$ cat src/rtl/regfile_dump.sv
// regfile_dump: debug scan agent that walks a wrapping range of register-file
// addresses through one read port and streams {address, data} pairs out on a
// valid/ready interface, keeping a running XOR checksum of emitted words.
module regfile_dump #(
    parameter int unsigned AW = 5,
    parameter int unsigned DW = 32
) (
    input  logic          inclk,
    input  logic          rstn,
    input  logic          start,
    input  logic [AW-1:0] start_addr,
    input  logic [AW:0]   count,
    input  logic          abort,
    output logic [AW-1:0] rf_raddr,
    input  logic [DW-1:0] rf_rdata,
    output logic          out_valid,
    input  logic          out_ready,
    output logic [AW-1:0] out_addr,
    output logic [DW-1:0] out_data,
    output logic          busy,
    output logic          done,
    output logic [DW-1:0] checksum
);

    // Width of the remaining-word counter (holds 0..2**AW inclusive).
    localparam int unsigned CW = AW + 1;

    typedef enum logic [1:0] {
        ST_IDLE  = 2'd0,
        ST_FETCH = 2'd1,
        ST_HOLD  = 2'd2,
        ST_DONE  = 2'd3
    } state_t;

    state_t        r_state;
    logic [AW-1:0] r_cur;
    logic [CW-1:0] r_rem;
    logic          r_out_valid;
    logic [AW-1:0] r_out_addr;
    logic [DW-1:0] r_out_data;
    logic [DW-1:0] r_checksum;
    logic          r_busy;
    logic          r_done;

    state_t        w_state_nxt;
    logic [AW-1:0] w_cur_nxt;
    logic [CW-1:0] w_rem_nxt;
    logic          w_out_valid_nxt;
    logic [AW-1:0] w_out_addr_nxt;
    logic [DW-1:0] w_out_data_nxt;
    logic [DW-1:0] w_checksum_nxt;
    logic          w_busy_nxt;
    logic          w_done_nxt;

    // Next-state and next-output decode; every next value defaults to hold.
    always_comb begin
        w_state_nxt     = r_state;
        w_cur_nxt       = r_cur;
        w_rem_nxt       = r_rem;
        w_out_valid_nxt = r_out_valid;
        w_out_addr_nxt  = r_out_addr;
        w_out_data_nxt  = r_out_data;
        w_checksum_nxt  = r_checksum;
        w_busy_nxt      = 1'b0;
        w_done_nxt      = 1'b0;

        case (r_state)
            ST_IDLE: begin
                if (start) begin
                    w_checksum_nxt = '0;
                    if (count != '0) begin
                        w_cur_nxt   = start_addr;
                        w_rem_nxt   = count;
                        w_state_nxt = ST_FETCH;
                    end else begin
                        w_state_nxt = ST_DONE;
                    end
                end
            end

            ST_FETCH: begin
                if (abort) begin
                    w_out_valid_nxt = 1'b0;
                    w_state_nxt     = ST_IDLE;
                end else begin
                    // rf_raddr has shown r_cur all cycle, so rf_rdata is settled.
                    w_out_data_nxt  = rf_rdata;
                    w_out_addr_nxt  = r_cur;
                    w_out_valid_nxt = 1'b1;
                    w_checksum_nxt  = r_checksum ^ rf_rdata;
                    w_state_nxt     = ST_HOLD;
                end
            end

            ST_HOLD: begin
                if (abort) begin
                    // Word is dropped but stays folded into the checksum.
                    w_out_valid_nxt = 1'b0;
                    w_state_nxt     = ST_IDLE;
                end else if (out_ready) begin
                    w_out_valid_nxt = 1'b0;
                    w_cur_nxt       = r_cur + AW'(1);
                    w_rem_nxt       = r_rem - CW'(1);
                    if (r_rem == CW'(1)) begin
                        w_state_nxt = ST_DONE;
                    end else begin
                        w_state_nxt = ST_FETCH;
                    end
                end
            end

            ST_DONE: begin
                w_state_nxt = ST_IDLE;
            end

            default: begin
                w_out_valid_nxt = 1'b0;
                w_state_nxt     = ST_IDLE;
            end
        endcase

        // Status flags are registered copies of the state being entered.
        w_busy_nxt = (w_state_nxt == ST_FETCH) || (w_state_nxt == ST_HOLD);
        w_done_nxt = (w_state_nxt == ST_DONE);
    end

    // State and datapath registers with asynchronous clear.
    always_ff @(posedge inclk or negedge rstn) begin
        if (!rstn) begin
            r_state     <= ST_IDLE;
            r_cur       <= '0;
            r_rem       <= '0;
            r_out_valid <= 1'b0;
            r_out_addr  <= '0;
            r_out_data  <= '0;
            r_checksum  <= '0;
            r_busy      <= 1'b0;
            r_done      <= 1'b0;
        end else begin
            r_state     <= w_state_nxt;
            r_cur       <= w_cur_nxt;
            r_rem       <= w_rem_nxt;
            r_out_valid <= w_out_valid_nxt;
            r_out_addr  <= w_out_addr_nxt;
            r_out_data  <= w_out_data_nxt;
            r_checksum  <= w_checksum_nxt;
            r_busy      <= w_busy_nxt;
            r_done      <= w_done_nxt;
        end
    end

    // The read address is the walk pointer itself, so it holds in IDLE.
    assign rf_raddr  = r_cur;
    assign out_valid = r_out_valid;
    assign out_addr  = r_out_addr;
    assign out_data  = r_out_data;
    assign checksum  = r_checksum;
    assign busy      = r_busy;
    assign done      = r_done;

endmodule

$ cat config.mk
export PLATFORM = sky130hd
export DESIGN_NAME = regfile_dump
export DESIGN_NICKNAME = d
export VERILOG_FILES = /design/src/rtl/regfile_dump.sv
export SDC_FILE = /design/constraint.sdc
export NUM_CORES = 1
export LEC_CHECK = 0
export CORE_UTILIZATION = 45
export DETAILED_ROUTE_END_ITERATION = 10
export GPL_TIMING_DRIVEN = 0
export PLACE_DENSITY = 0.87
export SLEW_MARGIN = 40
export SYNTH_ARGS = -nofsm -noshare
export SYNTH_HDL_FRONTEND = slang
export SYNTH_SLANG_ARGS = --single-unit
$ cat constraint.sdc
create_clock -name inclk -period 5.6 [get_ports inclk]
set_clock_uncertainty 0.05 [all_clocks]
set_input_delay 0.56 -clock inclk [delete_from_list [all_inputs] [get_ports inclk]]
set_output_delay 0.56 -clock inclk [all_outputs]
set_load 0.005 [all_outputs]
==> impl_metrics.ini, run 1 <==
[status]
status = completed

[finish]
fin_cells = 599
nets = 544
nFillCells = 629
final-seq-area_um2 = 2130
num_antenna_cells = 0
area_growth_pct = 44.6
drive_above_1_share_pct = 5.84
multi_input_area_um2 = 1340

[cts]
clockBufferDepth = 2
path_clk_slew_ps = 90
cts-resized-gates = 0
post_cts_buffers = 0
worstSkewPairLatency_ps = 340
cts_tree = done
root_buffer = clkbuf_8
htreeDepth = 3
hold_buffers = 0
clock_sinks = 85
cts_buffers = 9

[power]
vdd_drop_max_mv = 0.199
p_leak_nw = 2.42
powerDensity_nw_per_um2 = 411

[setup_path]
cp.required_ps = 5770
start_kind = input port
crit_path_start = abort
r2r_cells = 5
crit_type = in2reg
reg2reg_from = r_rem[2]
ff2ff_setup_slack_ps = 3530
critical_path_arrival_ps = 2380
endpoint_kind = flop
crit_fanout = 10
r2r_end = busy

[timing]
fin_crit_ps = 2200
setup-tns-final_ps = 0
rsz0062_at_grt = false
fmax_mhz = 454
finalSetupViolCount = 0
hold_violations = 0
period_share_pct = 39.3
tightest_slew_ps = 673
whs_ps = 35.6
drv_slew = 0
relSlewSlack_pct = 55.0

[global_routing]
grt_max_degree = 55
grt_pass1_wl_um = 14500
grt_remaining_overflow = 0
grt_pass1_vias = 3075
antenna_found_initial = 0
grt_usage_pct = 22.1

[floorplan]
pin_count = 125
core_area_um2 = 7690
dieHeight_um = 90.8
initial_utilization_pct = 46.2
die_area_um2 = 8250
placement_rows = 32
dieWidth_um = 90.8

[synth]
postSynthCellCount = 356
syn_avg_cell_area_um2 = 9.97
synth_area_um2 = 3550
synth_cell_types = 42
syn-num-nets = 408
synthTopCellsByArea = dfrtp_1 60%, nand2_1 12%, xor2_1 7.9%, nor2_1 4.0%, ha_1 1.4%
yosys_warnings = 0
synth_top_cell_by_area = dfrtp_1
synth.top_cell.area_share_pct = 59.9
seq_area_frac_synth_pct = 59.9
synth-seq-cells = 85

[route]
drc = 0
drt-initial-drc-count = 107
drtAntennaViolNets = 0
firstDrtPassIters = 6
via_per_inst = 5.04
finalWirelength_um = 8750
wire_per_inst_um = 14.6
num_vias = 3019

[place]
hpwl_um = 6400
gp_congestion = 0.885
dp.cells = 583
port-buffer-count = 124

[min_path]
holdCritPathClass = in2async

[flow_run]
drv_cap = 0
==> stage by stage <==
stage                     setup slack, ps  util, %  power (W)  cell area (um^2)
after global placement                987     64.0    0.00168              4920
final                                3400     66.8    0.00211              5130
after global routing                 3300     66.8    0.00224              5130
after detailed placement             3030     64.4    0.00172              4950
after CTS                            3400     66.8    0.00213              5130
after floorplan                      3670        -    0.00122              3550
==> synth_stat cells <==
cell / count
a211o_1: 1
a211oi_1: 2
a21o_1: 2
a21oi_1: 8
a21oi_2: 1
a22o_1: 1
a22oi_1: 1
a311oi_1: 1
a31oi_1: 1
and3_1: 1
and3b_1: 1
buf_1: 2
buf_2: 3
buf_4: 3
clkbuf_1: 7
dfrtp_1: 85
ha_1: 4
inv_1: 3
mux2i_1: 2
nand2_1: 117
nand2b_1: 1
nand3_1: 6
nand3b_1: 1
nand4_1: 1
nor2_1: 38
nor2b_1: 1
nor3_1: 3
nor3b_1: 4
nor3b_4: 1
nor4_1: 1
nor4bb_1: 1
o211ai_1: 1
o211ai_2: 1
o21ai_0: 6
o21ai_1: 3
o22ai_1: 4
o31a_1: 1
o41ai_1: 1
or3_4: 1
or3b_1: 1
or3b_4: 1
xor2_1: 32
==> cell usage in the layout (no fill, tap or decap), types with 2 or more instances in the layout <==
cell type / instances
nand2_1: 117
clkbuf_1: 7
nor3b_1: 4
a211oi_1: 2
buf_2: 3
o21ai_1: 3
a21o_1: 2
nor2_1: 38
clkinv_4: 2
dfrtp_1: 85
nor3_1: 3
a21oi_1: 8
o21ai_0: 6
mux2i_1: 2
buf_1: 2
xor2_1: 32
buf_4: 3
inv_1: 3
clkbuf_8: 11
clkinv_2: 2
clkdlybuf4s50_1: 123
ha_1: 4
nand3_1: 6
o22ai_1: 4
==> metal layers <==
layer / share of wire [%] / wire (um) / global-route usage (%) / up-vias
li1: - / - / - / 1429
met1: 43 / 3730 / 28.1 / 1474
met2: 50 / 4340 / 37.2 / 104
met3: 6.4 / 558 / 5.13 / 12
met4: 1.3 / 118 / 7.54 / 0
met5: 0 / 0 / 0 / -
==> flip-flops by register name, summed over array words and instances, names as in the netlist <==
signal,flops
checksum,32
out_data,32
r_rem,6
out_addr,5
rf_raddr,5
r_state,2
busy,1
done,1
out_valid,1
==> power breakdown <==
part	switching [W]	leakage (nW)	internal, W
Combinational	0.000306	1.24	0.000455
Sequential	0.000139	1.09	0.000808
Clock	0.000217	0.0953	0.000185
Total	0.000661	2.42	0.00145
==> logic make-up (layout without fill, tap and decap cells) <==
group | count (synthesis) | after routing | share of synthesized area [%]
AOI/OAI and AO/OA | 35 | 35 | 6.38
xor gates and xnor gates | 32 | 32 | 7.89
adders and majority gates | 4 | 4 | 1.41
buffers and inverters | 18 | 159 | 2.33
DFF | 85 | 85 | 59.9
muxes | 2 | 2 | 0.564
and+or+nand+nor | 180 | 180 | 21.5
==> worst max-delay path: stages <==
cell	delay (ps)
clkdlybuf4s50_1	650
nor2_1	100
nand2_1	90
clkbuf_1	450
o211ai_2	200
ha_1	330
==> final cells by class <==
cell class,instances,share of cell area [%]
plain buffers,15,1.39
clock buffers,11,2.95
clock inverters,5,0.682
inverters,3,0.219
multi-input cells,253,26.1
flip-flops and latches,85,41.4
well taps,102,2.49
repair buffers,125,24.7
==> worst max-delay path by stage <==
stage	to	cells past startpoint	slack, ps
2_1_floorplan	busy	5	3670
3_3_place_gp	out_data[18]	1	990
4_1_cts	busy	6	3400
5_1_grt	busy	6	3300
3_5_place_dp	busy	6	3030
6_report	busy	6	3400
Note: power is estimated with default switching activity, not from simulation.
==> run 2: changes to the inputs <==
==> constraint.sdc (replaced) <==
create_clock -name inclk -period 2.19 [get_ports inclk]
set_clock_uncertainty 0.05 [all_clocks]
set_input_delay 0.219 -clock inclk [delete_from_list [all_inputs] [get_ports inclk]]
set_output_delay 0.219 -clock inclk [all_outputs]
set_load 0.005 [all_outputs]
==> impl_metrics.ini, run 2 (synthesis results as in run 1) <==
[floorplan]
initial_utilization_pct = 46.2
pin_count = 125
core_area_um2 = 7690
dieWidth_um = 90.8
die_area_um2 = 8250
placement_rows = 32
dieHeight_um = 90.8

[route]
drtAntennaViolNets = 0
via_per_inst = 5.02
wire_per_inst_um = 14.6
firstDrtPassIters = 6
finalWirelength_um = 8770
drt-initial-drc-count = 80
drc = 0
num_vias = 3014

[cts]
root_buffer = clkbuf_8
clock_sinks = 85
clockBufferDepth = 2
htreeDepth = 3
worstSkewPairLatency_ps = 350
post_cts_buffers = 0
path_clk_slew_ps = 90
cts_tree = done
cts_buffers = 9

[setup_path]
endpoint_kind = flop
start_kind = flop
crit_family = simple AND/OR/NAND/NOR gates
crit_type = reg2reg
worst_path_max_delay_cell = dfrtp_1
crit_fanout = 5
slowest_delay_ps = 450
crit_chain = or3_4 -> or3b_1 -> a211o_1 -> o211ai_2 -> ha_1
path_buf_inv = 0
critical_path_arrival_ps = 2250
cp.required_ps = 2370

[finish]
num_antenna_cells = 0
layout_common_cells = 123 x clkdlybuf4s50_1, 117 x nand2_1, 85 x dfrtp_1
area_growth_pct = 44.9
layout_commonest_cell = clkdlybuf4s50_1
nets = 545
drive_above_1_share_pct = 5.82

[timing]
hold_violations = 0
fin_crit_ps = 2070
relSlewSlack_pct = 55.1
rsz0062_at_grt = false
drv_slew = 0
whs_ps = 261
finalSetupViolCount = 0
period_share_pct = 94.7
tightest_slew_ps = 671
fmax_mhz = 482

[power]
p_leak_nw = 2.42
vdd_drop_max_mv = 0.513
powerDensity_nw_per_um2 = 1050
power_w = 0.00540

[global_routing]
antenna_found_initial = 0
grt_pass1_wl_um = 14500
grt_usage_pct = 22.1
grt_max_degree = 55
grt_pass1_vias = 3075
grt_remaining_overflow = 0

[status]
status = completed

[flow_run]
drv_cap = 0

[min_path]
holdCritPathClass = in2async

[place]
port-buffer-count = 124
hpwl_um = 6400
gp_congestion = 0.885
-- run 2: cell types whose count changed in the layout (fill, tap and decap cells not counted), sizes merged --
cell         change
dlygate4sd3      +1
-- run 2: layout make-up --
| cell class | instances | area, um^2 |
|---|---|---|
| tap | 102 | 128 |
| inverter | 3 | 11.3 |
| clock inverter | 5 | 35.0 |
| sequential | 85 | 2130 |
| fill | 628 | 2540 |
| timing repair buffer | 126 | 1280 |
| multi-input combinational | 253 | 1340 |
| clock buffer | 11 | 151 |
| buffer | 15 | 71.3 |
-- run 2: metal layers --
metal	part of all wire (%)	GRT usage (%)
met5	0	0
met4	1.3	7.54
met3	6.5	5.13
met2	50	37.4
met1	43	28.1
-- run 2: what timing repair did --
action	CTS	global route
hold endpoints to repair	31	0
hold buffers	1	0
resized for setup	0	0
-- run 2: report_power, final --
part           switching, W  internal [W]
combinational      0.000782       0.00116
clock              0.000560      0.000474
sequential         0.000357       0.00207
total               0.00170       0.00370
-- run 2: path summary, 6_finish.rpt --
check	from	end	slack (ps)	cells past startpoint
max in group asynchronous	rstn	busy	1270	3
min	rstn	checksum[30]	260	2
max	r_rem[2]	busy	120	5
min reg2reg	out_addr[4]	out_addr[4]	430	2
max reg2reg	r_rem[2]	busy	120	5
min in group inclk	rf_rdata[26]	out_data[26]	380	3
-- run 2: worst register-to-register path, delay by kind of cell (launching register included) --
family                     cells  cell delay (ps)
DFF                            1              450
and+or+nand+nor                2              820
AOI/OAI and AO/OA              2              390
adders and majority gates      1              260
-- run 2: stage by stage --
stage / area [um^2] / utilization (%) / setup TNS [ps] / cells / setup slack, ps
2_1_floorplan: 3550 / - / 0 / 356 / 264
3_3_place_gp: 4920 / 64.0 / -176700 / 582 / -2080
3_5_place_dp: 4950 / 64.4 / -38.1 / 583 / -38.1
4_1_cts: 5140 / 66.9 / 0 / 600 / 130
5_1_grt: 5140 / 66.9 / 0 / 600 / 67.4
6_report: 5140 / 66.9 / 0 / 600 / 117
==> run 3: changes to the inputs <==
--- a/config.mk
+++ b/config.mk
@@ -6,8 +6,10 @@
 export NUM_CORES = 1
 export LEC_CHECK = 0
 export CORE_UTILIZATION = 45
+export CTS_CLUSTER_DIAMETER = 100
 export DETAILED_ROUTE_END_ITERATION = 10
-export GPL_TIMING_DRIVEN = 0
+export GPL_ROUTABILITY_DRIVEN = 0
+export GPL_TIMING_DRIVEN = 1
 export PLACE_DENSITY = 0.87
 export SLEW_MARGIN = 40
 export SYNTH_ARGS = -nofsm -noshare
==> impl_metrics.ini, run 3 (synthesis results as in run 1) <==
[finish]
nets = 539
area_growth_pct = 45.5
drive_above_1_share_pct = 6.11
final_core_util_pct = 67.2
fin_area_um2 = 5170
layout_commonest_cell = clkdlybuf4s50_1
layout_common_cells = 123 x clkdlybuf4s50_1, 117 x nand2_1, 85 x dfrtp_1
num_antenna_cells = 0

[timing]
fmax_mhz = 493
fin_crit_ps = 2030
relSlewSlack_pct = 63.0
rsz0062_at_grt = false
tightest_slew_ps = 555
whs_ps = 338
finalSetupViolCount = 0
hold_violations = 0
drv_slew = 0
setup-tns-final_ps = 0
period_share_pct = 92.7

[floorplan]
dieWidth_um = 90.8
dieHeight_um = 90.8
core_area_um2 = 7690
die_area_um2 = 8250
placement_rows = 32
pin_count = 125
initial_utilization_pct = 46.2

[min_path]
holdCritPathClass = in2async

[cts]
cts_buffers = 9
htreeDepth = 3
root_buffer = clkbuf_8
path_clk_slew_ps = 80
cts-resized-gates = 0
clock_sinks = 85
clockBufferDepth = 2
post_cts_buffers = 0
cts_tree = done
worstSkewPairLatency_ps = 350

[route]
drc = 0
top_layer = met4
num_vias = 2998
met1_length_um = 3880
wl_met2_um = 4290
via_per_inst = 5.06
wire_per_inst_um = 14.8
firstDrtPassIters = 6
route.met3.wl_um = 509
drt-initial-drc-count = 106
finalWirelength_um = 8750
drtAntennaViolNets = 0

[setup_path]
start_kind = flop
r2r_end = busy
cp.required_ps = 2370
reg2reg_from = r_rem[2]
crit_type = reg2reg
r2r_cells = 5
endpoint_kind = flop
crit_fanout = 5
critPathCapture = busy
critical_path_arrival_ps = 2210
crit_path_start = r_rem[2]
ff2ff_setup_slack_ps = 160

[power]
vdd_drop_max_mv = 0.547
p_leak_nw = 2.44
p_clk_share_pct = 21.0
powerDensity_nw_per_um2 = 1070
p_int_w = 0.00387
p_comb_share_pct = 34.8
p_sw_share_pct = 30.1
p_seq_share_pct = 44.1
p_switching_w = 0.00167

[global_routing]
grt_remaining_overflow = 0
grt_usage_pct = 22.0
antenna_found_initial = 0
grt_pass1_vias = 3070
grt_max_degree = 45
grt_pass1_wl_um = 14500

[place]
hpwl_um = 6160
port-buffer-count = 124
placed_area_um2 = 4950

[status]
status = completed

[flow_run]
drv_cap = 0
run 3: changes by cell type in the layout (fill, tap and decap cells not counted), moves of 2 or more:
| cell | change |
|---|---|
| buf_12 | +2 |
| buf_1 | -2 |
| clkbuf_8 | -2 |
| bufinv_16 | +2 |
| buf_4 | +6 |
| buf_2 | -3 |
| clkbuf_1 | -5 |
run 3: timing repair:
item / CTS / global route
hold buffers: 1 / 0
hold endpoints to repair: 43 / 0
endpoints found under the setup margin: 0 / 0
run 3: worst min path at each step:
stage / startpoint / end / slack, ps / depth (start not counted)
after detailed placement: rstn / out_data[30] / 190 / 1
final: rstn / out_data[30] / 340 / 2
after CTS: rstn / out_data[30] / 350 / 2
after global placement: rstn / out_data[30] / 190 / 1
after floorplan: rstn / busy / -130 / 0
after global routing: rstn / out_data[30] / 390 / 2
run 3: layout make-up:
class / count / area, um^2
clock buffer: 11 / 131
clock inverter: 4 / 73.8
fill: 618 / 2520
inverter: 3 / 11.3
multi-input combinational: 253 / 1350
sequential: 85 / 2130
tap: 102 / 128
timing repair buffer: 135 / 1350
run 3: layer usage:
layer / global-route usage (%) / vias up
met5: 0 / -
met4: 7.94 / 0
met3: 4.63 / 8
met2: 36.9 / 105
met1: 28.2 / 1472
li1: - / 1413
run 3: per-stage QoR:
step           power, W  setup WS (ps)  cells
2_1_floorplan   0.00312            264    356
3_3_place_gp    0.00431            216    577
3_5_place_dp    0.00439            191    577
4_1_cts         0.00558            169    593
5_1_grt         0.00586            100    593
6_report        0.00554            160    593
run 3: worst max-delay path, cell delays in order, from the launching register on:
cell	delay (ps)
dfrtp_1	430
or3_4	410
or3b_1	380
a211o_1	310
o211ai_2	80
ha_1	260
run 3: power groups by stage:
stage               sequential, W  clock (W)  combinational, W
global route              0.00251    0.00124           0.00211
floorplan                 0.00244          0          0.000672
finish                    0.00244    0.00117           0.00193
detailed placement        0.00246          0           0.00193
CTS                       0.00244    0.00119           0.00195
global placement          0.00244          0           0.00187
